File: config.mk
export PLATFORM = sky130hd
export DESIGN_NAME = ahb_mtx_out_arb
export DESIGN_NICKNAME = d
export VERILOG_FILES = /design/src/rtl/ahb_mtx_out_arb_pkg.sv /design/src/rtl/ahb_mtx_rr_pick.sv /design/src/rtl/ahb_mtx_out_arb.sv
export SDC_FILE = /design/constraint.sdc
export NUM_CORES = 1
export LEC_CHECK = 0
export CORE_UTILIZATION = 43
export CTS_BUF_LIST = sky130_fd_sc_hd__clkbuf_2
export CTS_CLUSTER_SIZE = 40
export DETAILED_ROUTE_END_ITERATION = 16
export PLACE_DENSITY = 0.92
export SLEW_MARGIN = 10
export SYNTH_ARGS = -nofsm -noshare
export SYNTH_HDL_FRONTEND = slang
export SYNTH_HIERARCHICAL = 1
export SYNTH_SLANG_ARGS = --single-unit
File: constraint.sdc
create_clock -name HCLK -period 3.7 [get_ports HCLK]
set_input_delay 0.74 -clock HCLK [delete_from_list [all_inputs] [get_ports HCLK]]
set_output_delay 0.74 -clock HCLK [all_outputs]
set_load 0.02 [all_outputs]
File: src/rtl/ahb_mtx_out_arb_pkg.sv
// Shared constants and types for the bus-matrix output-port arbiters.
// Latency: n/a (types, constants and a pure function only).
// Backpressure: n/a.
package ahb_mtx_out_arb_pkg;

    localparam int NUM_IN = 3;
    localparam int IDX_W  = 2;

    typedef logic [IDX_W-1:0] idx_t;

    typedef enum logic [1:0] {
        HTRANS_IDLE   = 2'b00,
        HTRANS_BUSY   = 2'b01,
        HTRANS_NONSEQ = 2'b10,
        HTRANS_SEQ    = 2'b11
    } htrans_e;

    // Next input index in round-robin order, wrapping NUM_IN-1 -> 0.
    // Out-of-range indices also wrap to 0 so the search always starts somewhere legal.
    function automatic idx_t rr_next(input idx_t i);
        return (i >= idx_t'(NUM_IN - 1)) ? idx_t'(0) : i + idx_t'(1);
    endfunction

endpackage

File: src/rtl/ahb_mtx_rr_pick.sv
// Combinational round-robin picker: first set request after last_i, wrapping.
// Latency: 0 cycles (pure combinational).
// Backpressure: none; found_o=0 when no request is set (idx_o is then 0).
//
// Ports:
//   req_i   - per-input request vector
//   last_i  - index of the most recent winner; search starts at last_i+1
//   idx_o   - winning index
//   found_o - at least one request was set
module ahb_mtx_rr_pick
    import ahb_mtx_out_arb_pkg::*;
(
    input  logic [NUM_IN-1:0] req_i,
    input  idx_t              last_i,
    output idx_t              idx_o,
    output logic              found_o
);

    idx_t cand;

    always_comb begin
        found_o = 1'b0;
        idx_o   = '0;
        cand    = rr_next(last_i);
        for (int k = 0; k < NUM_IN; k++) begin
            if (!found_o && req_i[cand]) begin
                found_o = 1'b1;
                idx_o   = cand;
            end
            cand = rr_next(cand);
        end
    end

endmodule

File: src/rtl/ahb_mtx_out_arb.sv
// Round-robin arbiter/sequencer for one bus-matrix output port shared by three inputs.
// Latency: 0-cycle address grant; data-phase owner follows one HREADYM-accepted cycle later.
// Backpressure: HREADYM=0 freezes the grant and all state; bursts and locked sequences keep ownership.
//
// Ports:
//   HCLK, HRESETn - clock and asynchronous active-low reset
//   req_in        - per-input select for this output port
//   trans_in      - per-input HTRANS, input i on bits [2i+1:2i]
//   lock_in       - per-input HMASTLOCK
//   HREADYM       - output port HREADY (address phase accepted / data phase done)
//   addr_sel      - input driving the output address phase
//   addr_valid    - HSEL toward the output port
//   data_sel      - input owning the current data phase
//   data_valid    - current data phase is a real (NONSEQ/SEQ) transfer
//   active_out    - one-hot grant returned to each input decoder
//   HMASTLOCKM    - lock qualifier toward the output port
module ahb_mtx_out_arb
    import ahb_mtx_out_arb_pkg::*;
#(
    parameter int unsigned PARK_IDX = 0
) (
    input  logic                HCLK,
    input  logic                HRESETn,
    input  logic [NUM_IN-1:0]   req_in,
    input  logic [2*NUM_IN-1:0] trans_in,
    input  logic [NUM_IN-1:0]   lock_in,
    input  logic                HREADYM,
    output logic [IDX_W-1:0]    addr_sel,
    output logic                addr_valid,
    output logic [IDX_W-1:0]    data_sel,
    output logic                data_valid,
    output logic [NUM_IN-1:0]   active_out,
    output logic                HMASTLOCKM
);

    localparam idx_t PARK = idx_t'(PARK_IDX);
    localparam idx_t LAST_RST = idx_t'(NUM_IN - 1);

    idx_t owner_q, owner_d;
    idx_t last_q, last_d;
    idx_t data_sel_q, data_sel_d;
    logic hold_q, hold_d;
    logic data_valid_q, data_valid_d;

    logic [1:0] trans_a [NUM_IN];
    logic       owner_busy;
    logic       hold;
    idx_t       rr_idx;
    logic       rr_found;
    idx_t       grant;
    logic       grant_vld;

    always_comb begin
        for (int i = 0; i < NUM_IN; i++) begin
            trans_a[i] = trans_in[2*i +: 2];
        end
    end

    ahb_mtx_rr_pick u_pick (
        .req_i   (req_in),
        .last_i  (last_q),
        .idx_o   (rr_idx),
        .found_o (rr_found)
    );

    // The owner keeps the port while it is mid-burst (BUSY/SEQ have bit 0 set)
    // or locked; hold_q carries a lock across a trailing IDLE.
    assign owner_busy = req_in[owner_q] & (trans_a[owner_q][0] | lock_in[owner_q]);
    assign hold       = hold_q | owner_busy;

    // While the output port waits, the address phase on the bus must not move,
    // so the grant is pinned to the owner regardless of request changes.
    always_comb begin
        grant = owner_q;
        if (HREADYM && !hold && rr_found) begin
            grant = rr_idx;
        end
    end

    // Outputs are quiesced while reset is asserted so no input sees a transfer
    // start before the state registers are released.
    assign grant_vld  = HRESETn & req_in[grant];
    assign addr_sel   = HRESETn ? grant : PARK;
    assign addr_valid = grant_vld;
    assign active_out = grant_vld ? (NUM_IN'(1) << grant) : '0;
    assign HMASTLOCKM = grant_vld & lock_in[grant];
    assign data_sel   = data_sel_q;
    assign data_valid = data_valid_q;

    always_comb begin
        owner_d      = owner_q;
        last_d       = last_q;
        hold_d       = hold_q;
        data_sel_d   = data_sel_q;
        data_valid_d = data_valid_q;
        if (HREADYM) begin
            owner_d = grant;
            // Only a burst start moves the rotation pointer.
            if (grant_vld && (trans_a[grant] == HTRANS_NONSEQ)) begin
                last_d = grant;
            end
            hold_d       = grant_vld & lock_in[grant];
            data_sel_d   = grant;
            data_valid_d = grant_vld & trans_a[grant][1];
        end
    end

    always_ff @(posedge HCLK or negedge HRESETn) begin
        if (!HRESETn) begin
            owner_q      <= PARK;
            last_q       <= LAST_RST;
            hold_q       <= 1'b0;
            data_sel_q   <= '0;
            data_valid_q <= 1'b0;
        end else begin
            owner_q      <= owner_d;
            last_q       <= last_d;
            hold_q       <= hold_d;
            data_sel_q   <= data_sel_d;
            data_valid_q <= data_valid_d;
        end
    end

endmodule
# Word-level counts from Yosys, hierarchy flattened
# Cells that the tools add are included.
[totals]
regBits = 6
input_bits = 15
out_inout_bits = 10
word_cells = 68
[op_classes]
n_addsub = 3
order_cmp = 10
n_eq_ne = 1
n_shift = 1
mux = 32
bitwise = 8
n_reduce_logical = 9
[op_table]
columns = ["operator", "count"]
rows = [
  ["two-way mux 2 bit", 10],
  ["< comparator 2 x 3 -> 1 bit, second input constant", 5],
  ["binary-select mux 1 bit (select 2 bit)", 7],
  ["two-way mux 1 bit", 12],
  ["binary-select mux 2 bit (select 2 bit)", 2],
  ["adder 2 x 1 -> 2 bit, second input constant", 3],
  [">= comparator 2 bit, second input constant", 3],
  [">= comparator 3 bit, second input constant", 2],
  ["inverter 2 -> 3 bit", 2],
  ["logical AND 1 bit", 5],
  ["bitwise AND 1 bit", 4],
  ["zero test 1 bit", 3],
  ["two-way mux 3 bit", 1],
  ["<< shifter 1 x 2 -> 3 bit, first input constant", 1],
  ["equality test 2 bit, second input constant", 1],
  ["bitwise OR 1 bit", 2],
  ["AND reduction 2 bit", 1],
]

# Depth between registers and ports, before layout
# Gate-level depths: netlist (run 1).
[depth]
ltp_word = 20
depth_mapped = 10
ltp_nobuf = 10

# Modules after synthesis
# The synthesis (run 1) kept the hierarchy.
[modules_own_cells]
columns = ["module", "instances", "cells_per_inst", "area_per_inst_um2", "seq_area_each_um2"]
rows = [
  ["ahb_mtx_out_arb", 1, 53, 531.8, 151.4],
  ["ahb_mtx_rr_pick", 1, 8, 50.0, 0.0],
]

# Worst setup path before layout (run 1)
# No wires, ideal clock.
[synth_timing]
path_kind = "in2out"
from = "input req_in[2]"
to = "output active_out[0]"
arrival_time_ns = 2.650
required_ns = 2.960
slack_ns = 0.310
stages = 8
path_buffers = 0
cell_sequence = "or3_1 > and3b_2 > o21ai_0 > o21ai_2 > inv_2 > and4b_1 > a31oi_4 > nor3_1"
[synth_via]
elab_chain_len = 15
word_cells_on_any_way = 29
classes_between = "1 x shift; 18 x mux; 3 x bitwise; 7 x reduce/logical"
[synth_lines]
columns = ["item", "line", "source"]
rows = [
  ["from (decl)", "ahb_mtx_out_arb.sv:24", "input logic [NUM_IN-1:0] req_in,"],
  ["binary-select mux 1 bit (select 2 bit)", "ahb_mtx_rr_pick.sv:26", "if (!found_o && req_i[cand]) begin"],
  ["two-way mux 1 bit (implied by the code)", "ahb_mtx_rr_pick.sv:26", ""],
  ["two-way mux 1 bit", "ahb_mtx_rr_pick.sv:26", ""],
  ["zero test 1 bit", "ahb_mtx_rr_pick.sv:26", ""],
  ["logical AND 1 bit", "ahb_mtx_rr_pick.sv:26", ""],
  ["two-way mux 1 bit", "ahb_mtx_rr_pick.sv:26", ""],
  ["zero test 1 bit", "ahb_mtx_rr_pick.sv:26", ""],
  ["logical AND 1 bit", "ahb_mtx_rr_pick.sv:26", ""],
  ["two-way mux 1 bit", "ahb_mtx_rr_pick.sv:26", ""],
  ["logical AND 1 bit", "ahb_mtx_out_arb.sv:75", "if (HREADYM && !hold && rr_found) begin"],
  ["two-way mux 2 bit", "ahb_mtx_out_arb.sv:75", ""],
  ["binary-select mux 1 bit (select 2 bit)", "ahb_mtx_out_arb.sv:82", "assign grant_vld = HRESETn & req_in[grant];"],
  ["two-way mux 1 bit (implied by the code)", "ahb_mtx_out_arb.sv:82", ""],
  ["bitwise AND 1 bit", "ahb_mtx_out_arb.sv:82", ""],
  ["two-way mux 3 bit (*)", "ahb_mtx_out_arb.sv:85", "assign active_out = grant_vld ? (NUM_IN'(1) << grant) : '0;"],
  ["to (decl)", "ahb_mtx_out_arb.sv:32", "output logic [NUM_IN-1:0] active_out,"],
]
# Mark *: on every way between the ends. The rest lies on a longest branch, timed or not. The select of a mux whose other input is x is not followed.

# Worst setup path after layout (run 1)
[layout_timing]
from = "input req_in[1]"
to = "output active_out[2]"
[layout_via]
elab_chain_len = 15
word_cells_on_any_way = 29
classes_between = "1 x shift; 18 x mux; 3 x bitwise; 7 x reduce/logical"
[layout_lines]
columns = ["item", "line", "source"]
rows = [
  ["binary-select mux 1 bit (select 2 bit)", "ahb_mtx_rr_pick.sv:26", ""],
  ["two-way mux 1 bit (implied by the code)", "ahb_mtx_rr_pick.sv:26", ""],
  ["two-way mux 1 bit", "ahb_mtx_rr_pick.sv:26", ""],
  ["zero test 1 bit", "ahb_mtx_rr_pick.sv:26", ""],
  ["logical AND 1 bit", "ahb_mtx_rr_pick.sv:26", ""],
  ["two-way mux 1 bit", "ahb_mtx_rr_pick.sv:26", ""],
  ["zero test 1 bit", "ahb_mtx_rr_pick.sv:26", ""],
  ["logical AND 1 bit", "ahb_mtx_rr_pick.sv:26", ""],
  ["two-way mux 1 bit (*)", "ahb_mtx_rr_pick.sv:26", ""],
  ["named net rr_found", "ahb_mtx_out_arb.sv:49", "logic rr_found;"],
  ["logical AND 1 bit (*)", "ahb_mtx_out_arb.sv:75", ""],
  ["two-way mux 2 bit (*)", "ahb_mtx_out_arb.sv:75", ""],
  ["binary-select mux 1 bit (select 2 bit)", "ahb_mtx_out_arb.sv:82", ""],
  ["two-way mux 1 bit (implied by the code)", "ahb_mtx_out_arb.sv:82", ""],
  ["bitwise AND 1 bit", "ahb_mtx_out_arb.sv:82", ""],
  ["two-way mux 3 bit (*)", "ahb_mtx_out_arb.sv:85", ""],
]
# The timed path passes the listed nets; every way through them passes the cells marked *. The select of a mux whose other input is x is not followed.

==> results list, run 1 <==
- The number of hold violations in the final report came to 0.
* Antenna Violating Nets Remaining: 0
- First-pass iteration count of the detailed router: 2
- Global routing finished with a remaining overflow of 0.
- Data required time at the worst endpoint: 2960 ps
- Count of flip-flops with a built-in enable after synthesis: 0
* Register area: 151 µm²
- TritonCTS built the clock tree.
- No sink is reached through more buffers than the 2 on the longest clock path.
- Summing all multi-input logic gate instances after layout gives 419 µm².
* Final GP Congestion: 0.834
* Critical register-to-register path endpoint: last_q[0]$_DFFE_PN0P_
* Leak: 0.443 nW
* Ys async rst share: 1.00
* Antenna violations before repair: 0
- The most critical setup path has its startpoint at req_in[1].
- Port buffering added 24 buffers.
* Layout Nets: 119
* Die area: 0.00150 mm²
- The filler cells instantiated in the layout total 80.
- The worst setup path is launched from a primary input.
- A synthesized cell averages 9.54 µm².
- Layout overhead on the synthesized area: 61.9%
- From bottom edge to top edge, the die measures 38.8 µm.
* Post-placement setup slack: -366 ps
* Synthesized area: 582 µm²
- CTS H-Tree Depth: 1
* Max-slew headroom at the worst pin: 0.761
- During I/O placement, the number of pins put on the boundary was 25.
- The count of pins over their slew limit is 0.
- Clock latency on the worst-skew pair: 230 ps
* Worst IR drop on VDD: 364 µV
- Routed wirelength normalized by instance count: 13.4 µm
- For this block, the routed nets add up to 1.57 mm of wire.
- The first global-routing pass estimated 2.30 mm of wire.
- Leading register cell type out of synthesis: sky130_fd_sc_hd__dfrtp_1
- For this run, design rule violations remaining after detail routing come to 0.
* Element type at the critical path end: output pin
- FF-to-FF setup slack: 1090 ps
- Status: finished, final reports clean
* Row Count: 12
- Core ar.: 0.00119 mm²
- The completed layout was analyzed and its total power is 0.000583 W.
* Total via count in the routed design: 616
- Sequential cell area fraction in the yosys report: 0.260
* Fraction of post-synthesis cell area in the top cell type by area: 0.215
* Layout Skew: 12.0 ps
- Clock tree synthesis selected as its root buffer the cell sky130_fd_sc_hd__clkbuf_2.
* Dominant cell type by area after synthesis: sky130_fd_sc_hd__dfrtp_1
* Clock transition at path regs: 50 ps
- Post-Syn Instances: 61
- Critical setup path kind: in2out
* CTS sink count: 6
- Leading cell types by count after synthesis: sky130_fd_sc_hd__dfrtp_1 (5), sky130_fd_sc_hd__nor2_1 (5), sky130_fd_sc_hd__o211ai_1 (5)
- In the final layout, the share of cells above drive strength 1 is 0.340.
- Start of the worst register-to-register path: data_sel[1]$_DFFE_PN0P_
- Final Util: 0.794
* Path category of the worst min-delay check: reg2reg
* Net count after synthesis: 76
* Worst path arrival time: 2860 ps
* Effective utilization at floorplan: 0.491
* Time the worst path needs with I/O delays and setup: 3600 ps
- Of all nets on the critical path, the largest fanout is 6.
* Horizontal die dimension: 38.8 µm
- #FFs+latches synth: 6
- In the global route stage, overall resource usage came out at 0.223.
- Ranked by total cell area, the synthesized netlist is headed by sky130_fd_sc_hd__dfrtp_1 (22%), sky130_fd_sc_hd__o211ai_1 (6.5%), sky130_fd_sc_hd__a2111oi_4 (4.7%).
* Final cycle utilization of the critical path: 0.974
- Pin count of the biggest net entering global routing: 10
* Antenna Diode Count: 0
- Across the run, the number of max-cap violations was 0.
* Final worst setup slack: 95.6 ps
* F_max: 277 MHz
- Transition time at the pin with the least slew margin: 355 ps
- After detailed routing, the number of vias per cell comes to 5.26.
* Number of cells traversed by the worst register-to-register path: 9
- Yosys printed 6 warnings.
* Total half-perimeter wirelength after legalization and detailed placement: 1.28 mm
* Setup-violating endpoint count in the final report: 0
- Violation count after the first detailed-route iteration: 3
- The number of global-route vias before repair was 575.
* Number of buffers created by CTS: 3
- The most critical setup path has its endpoint at active_out[2].
- In this run the power density over the cells is 619 mW/mm².
* Number of different library cells in the post-synthesis netlist: 35
* Fin Setup TNS: 0 ps
[through the flow]
stage	cell area [µm²]	hold slack, ps	std cells
after floorplan	582	444	61
after global placement	937	486	112
after detailed placement	937	499	112
after CTS	947	516	116
after global routing	942	545	117
final	942	507	117
[critical path: stages]
cell and delay, ps:
sky130_fd_sc_hd__clkdlybuf4s50_1 420, sky130_fd_sc_hd__or3_1 310, sky130_fd_sc_hd__and3b_2 260, sky130_fd_sc_hd__o211ai_1 110
sky130_fd_sc_hd__nand2_1 90, sky130_fd_sc_hd__o21ai_2 80, sky130_fd_sc_hd__inv_2 80, sky130_fd_sc_hd__and4b_1 240
sky130_fd_sc_hd__a31oi_4 210, sky130_fd_sc_hd__buf_4 140, sky130_fd_sc_hd__nor2b_1 40, sky130_fd_sc_hd__clkbuf_2 150
[power breakdown]
part | total, W | switching, W | internal [W]
Combinational | 0.000405 | 0.000202 | 0.000203
Clock | 0.0000534 | 0.0000247 | 0.0000286
Sequential | 0.000125 | 0.0000311 | 0.0000940
Total | 0.000583 | 0.000258 | 0.000325
[cell usage in the layout, fill, tap and decap left out, drive strengths merged, types with 2 or more instances in the layout]
| master | instances |
|---|---|
| o21ai | 5 |
| dlygate4sd2 | 4 |
| nor2 | 5 |
| o211ai | 5 |
| inv | 3 |
| nand2b | 3 |
| clkbuf | 8 |
| mux2 | 5 |
| nand2 | 5 |
| and2 | 2 |
| clkdlybuf4s50 | 15 |
| a2bb2oi | 2 |
| nor2b | 2 |
| dfrtp | 5 |
| mux2i | 2 |
| buf | 14 |
[per-layer routing]
layer / vias to the layer above / GRT usage / wire, µm
met5: - / 0 / 0
met3: 4 / 0.0116 / 53
met1: 274 / 0.256 / 689
met2: 20 / 0.404 / 793
li1: 318 / - / -
met4: 0 / 0.121 / 34
[state kept, by name (all words and copies together) (netlist names)]
name	count
last_q	2
data_sel	2
hold_q	1
data_valid	1
[cell families (layout without fill, tap and decap cells)]
logic type	Yosys count	count (layout)	synth area share
multiplexers	7	7	0.138
flip-flops	6	6	0.260
AND/OR/NAND/NOR	24	24	0.241
AO/OA/AOI/OAI	21	21	0.342
buffers and inverters	3	45	0.0194
[worst min path at each step]
stage | slack, ps | to | startpoint | cells past startpoint
floorplan | 440 | data_sel[0]$_DFFE_PN0P_ | HRESETn | 0
global placement | 490 | last_q[0]$_DFFE_PN0P_ | last_q[0]$_DFFE_PN0P_ | 1
detailed placement | 500 | data_valid$_DFFE_PN0P_ | data_valid$_DFFE_PN0P_ | 1
CTS | 520 | last_q[0]$_DFFE_PN0P_ | last_q[0]$_DFFE_PN0P_ | 1
global route | 540 | last_q[0]$_DFFE_PN0P_ | last_q[0]$_DFFE_PN0P_ | 1
finish | 510 | last_q[0]$_DFFE_PN0P_ | last_q[0]$_DFFE_PN0P_ | 1
[final cells by class]
cell class | instances | area share
multi-input cells | 52 | 0.445
clock buffers | 4 | 0.0212
inverters | 3 | 0.0120
repair buffers | 38 | 0.343
flip-flops and latches | 6 | 0.161
well taps | 14 | 0.0186
[what timing repair did]
| item | CTS | global route |
|---|---|---|
| setup buffers | 0 | 1 |
| gates cloned | 0 | 0 |
| gates resized for setup | 8 | 10 |
| endpoints found under the hold margin | 0 | 0 |
| setup endpoints to repair | 7 | 5 |
| hold buffers | 0 | 0 |
No activity file was read; power rests on OpenSTA's default activity.
==> run 2: changes to the inputs <==
- RECOVER_POWER: unset -> 50
==> run 2 against run 1 <==
Against the previous run: setup slack gained 3.2 ps; wire length down 0.76%; maximum frequency barely moved; combinational power decreased by 1%; clock power is essentially flat; power decreased by 1.1%; critical path depth did not move; critical path type unchanged; largest cell class unchanged.
==> results list, run 2 (synthesized netlist as in run 1, its figures left out) <==
* Status: finished, final reports clean
- In this run, CTS created clock tree buffers numbering 3.
- The sequential cells in the finished layout cover a total of 151 µm².
- For this block, the initial DRC count from the detailed router was 6.
* Clock Root Buffer: sky130_fd_sc_hd__clkbuf_2
- Setup-violating endpoint count in the final report: 0
* Final GP Congestion: 0.834
- The repair_antennas step left the layout with diodes totalling 0.
- Overall Global Routing Usage: 0.223
- After legalization and detailed placement, the total HPWL measured 1.28 mm.
- TritonCTS built the clock tree.
* Pin count of the biggest net entering global routing: 10
- Final cycle utilization of the critical path: 0.973
- The number of antenna violations at the first check in global routing was 0.
- Total power for the finished layout comes to 0.000577 W.
- Share of layout cells above drive strength 1: 0.330
- Summing all placed instances gives a cell area of 937 µm².
- Die area: 0.00150 mm²
- The clock arrives with 12.2 ps of skew.
- The worst-case IR drop observed on VDD is 365 µV.
* CTS H-Tree Depth: 1
* Number of input and output port buffers inserted: 24
* Number of hold violations in the final report: 0
* Antenna Violating Nets Remaining: 0
* Worst path arrival time: 2860 ps
- DRC viols: 0
- After detailed routing, the average wire length per cell comes to 13.3 µm.
- In this run the count of I/O pins placed on the die edge is 25.
- In this run the power density over the cells is 615 mW/mm².
- Most frequent cells in the layout: sky130_fd_sc_hd__buf_4 (13), sky130_fd_sc_hd__clkdlybuf4s50_1 (11), sky130_fd_sc_hd__clkbuf_2 (8)
- Horizontal die dimension: 38.8 µm
- The worst pin sits at a relative slew slack of 0.670.
- Leak: 0.445 nW
- Total via count in the routed design: 618
- Path category of the worst min-delay check: reg2reg
* Element type at the critical path end: output pin
* Effective utilization at floorplan: 0.491
- The tool flagged a number of max-cap violations equal to 0.
- Layout Nets: 119
- Total of hold buffers inserted after clock tree synthesis: 0
- Transition time at the pin with the least slew margin: 494 ps
- Tightest hold margin: 505 ps
- Critical setup path kind: in2out
- CTS sink count: 6
* Data required time at the worst endpoint: 2960 ps
- Global route total overflow: 0
- First-pass iteration count of the detailed router: 4
- Post-route design area: 938 µm²
* Final worst setup slack: 98.8 ps
* Vias per cell: 5.28
- Row generation in the floorplan step produced 12 rows.
- Before CTS, the worst setup slack after placement is -366 ps.
- Startpoint type of the worst setup path: primary input
- Vias in the first global route: 575
- Total of fill cells in the finished design: 80
- In the final layout, the multi-input gates occupy 419 µm².
- After floorplanning, the core was sized to cover 0.00119 mm².
- Subtracting the final worst setup slack from the clock period gives 3600 ps.
* Critical Path Fanout Max: 6
- The clock passes through at most 2 buffers.
- The clock reaches the later pin of the worst-skew pair after 230 ps.
- The first global-routing pass estimated 2.30 mm of wire.
- Clock transition at path regs: 50 ps
- Vertical die dimension: 38.8 µm
- Leaving out fill and tap cells, the most frequent cell in the layout is sky130_fd_sc_hd__buf_4.
- Wire length after detailed routing: 1.56 mm
* F_max: 278 MHz
* Fin Setup TNS: 0 ps
- The count of pins over their slew limit was 0.
- From synthesis to final layout, the design area changed by 61.3%.
==> run 2: changes by cell type in the layout (fill, tap and decap cells not counted), sizes merged <==
cell / before / now
buf: 14 / 13
dlygate4sd3: 0 / 4
clkbuf: 8 / 9
clkdlybuf4s50: 15 / 11
==> run 2: critical path, stage by stage <==
cell,delay [ps]
sky130_fd_sc_hd__clkdlybuf4s50_1,420
sky130_fd_sc_hd__or3_1,310
sky130_fd_sc_hd__and3b_2,260
sky130_fd_sc_hd__o211ai_1,110
sky130_fd_sc_hd__nand2_1,90
sky130_fd_sc_hd__o21ai_2,80
sky130_fd_sc_hd__inv_2,70
sky130_fd_sc_hd__and4b_1,240
sky130_fd_sc_hd__a31oi_4,210
sky130_fd_sc_hd__buf_4,140
sky130_fd_sc_hd__nor2b_1,40
sky130_fd_sc_hd__clkbuf_2,150
==> run 2: worst paths after layout <==
path,start,end,slack (ps),depth (start not counted)
worst max-delay path,req_in[1],active_out[2],100,12
worst min register to register,last_q[0]$_DFFE_PN0P_,last_q[0]$_DFFE_PN0P_,510,1
max in group asynchronous,HRESETn,last_q[1]$_DFFE_PN1P_,2310,2
worst max register to register,data_sel[1]$_DFFE_PN0P_,last_q[0]$_DFFE_PN0P_,1100,9
min in group asynchronous,HRESETn,data_valid$_DFFE_PN0P_,1030,2
worst min-delay path,last_q[0]$_DFFE_PN0P_,last_q[0]$_DFFE_PN0P_,510,1
==> run 2: layout make-up <==
type	instances	share of cell area
clock buffers	4	0.0213
repair buffers	38	0.340
well taps	14	0.0187
flip-flops and latches	6	0.161
inverters	3	0.0120
multi-input cells	52	0.447
==> run 2: timing repair <==
item / 4_1_cts / 5_1_grt
gates resized for setup: 8 / 10
endpoints found under the setup margin: 7 / 5
setup buffers: 0 / 1
==> run 2: power by group <==
group / leakage [nW] / switching, W / internal, W
clock: 0.0166 / 0.0000246 / 0.0000286
combinational: 0.354 / 0.000202 / 0.000197
sequential: 0.0743 / 0.0000303 / 0.0000940
==> run 2: layer usage <==
layer | vias up | global-route usage | share of wire
met1 | 272 | 0.256 | 0.44
met5 | - | 0 | 0
met4 | 0 | 0.121 | 0.022
li1 | 318 | - | -
met2 | 24 | 0.404 | 0.50
met3 | 4 | 0.0116 | 0.040
==> run 2: through the flow <==
| step | cells | util |
|---|---|---|
| after global placement | 112 | 0.790 |
| final | 117 | 0.791 |
| after detailed placement | 112 | 0.790 |
| after floorplan | 61 | - |
| after CTS | 116 | 0.799 |
| after global routing | 117 | 0.791 |
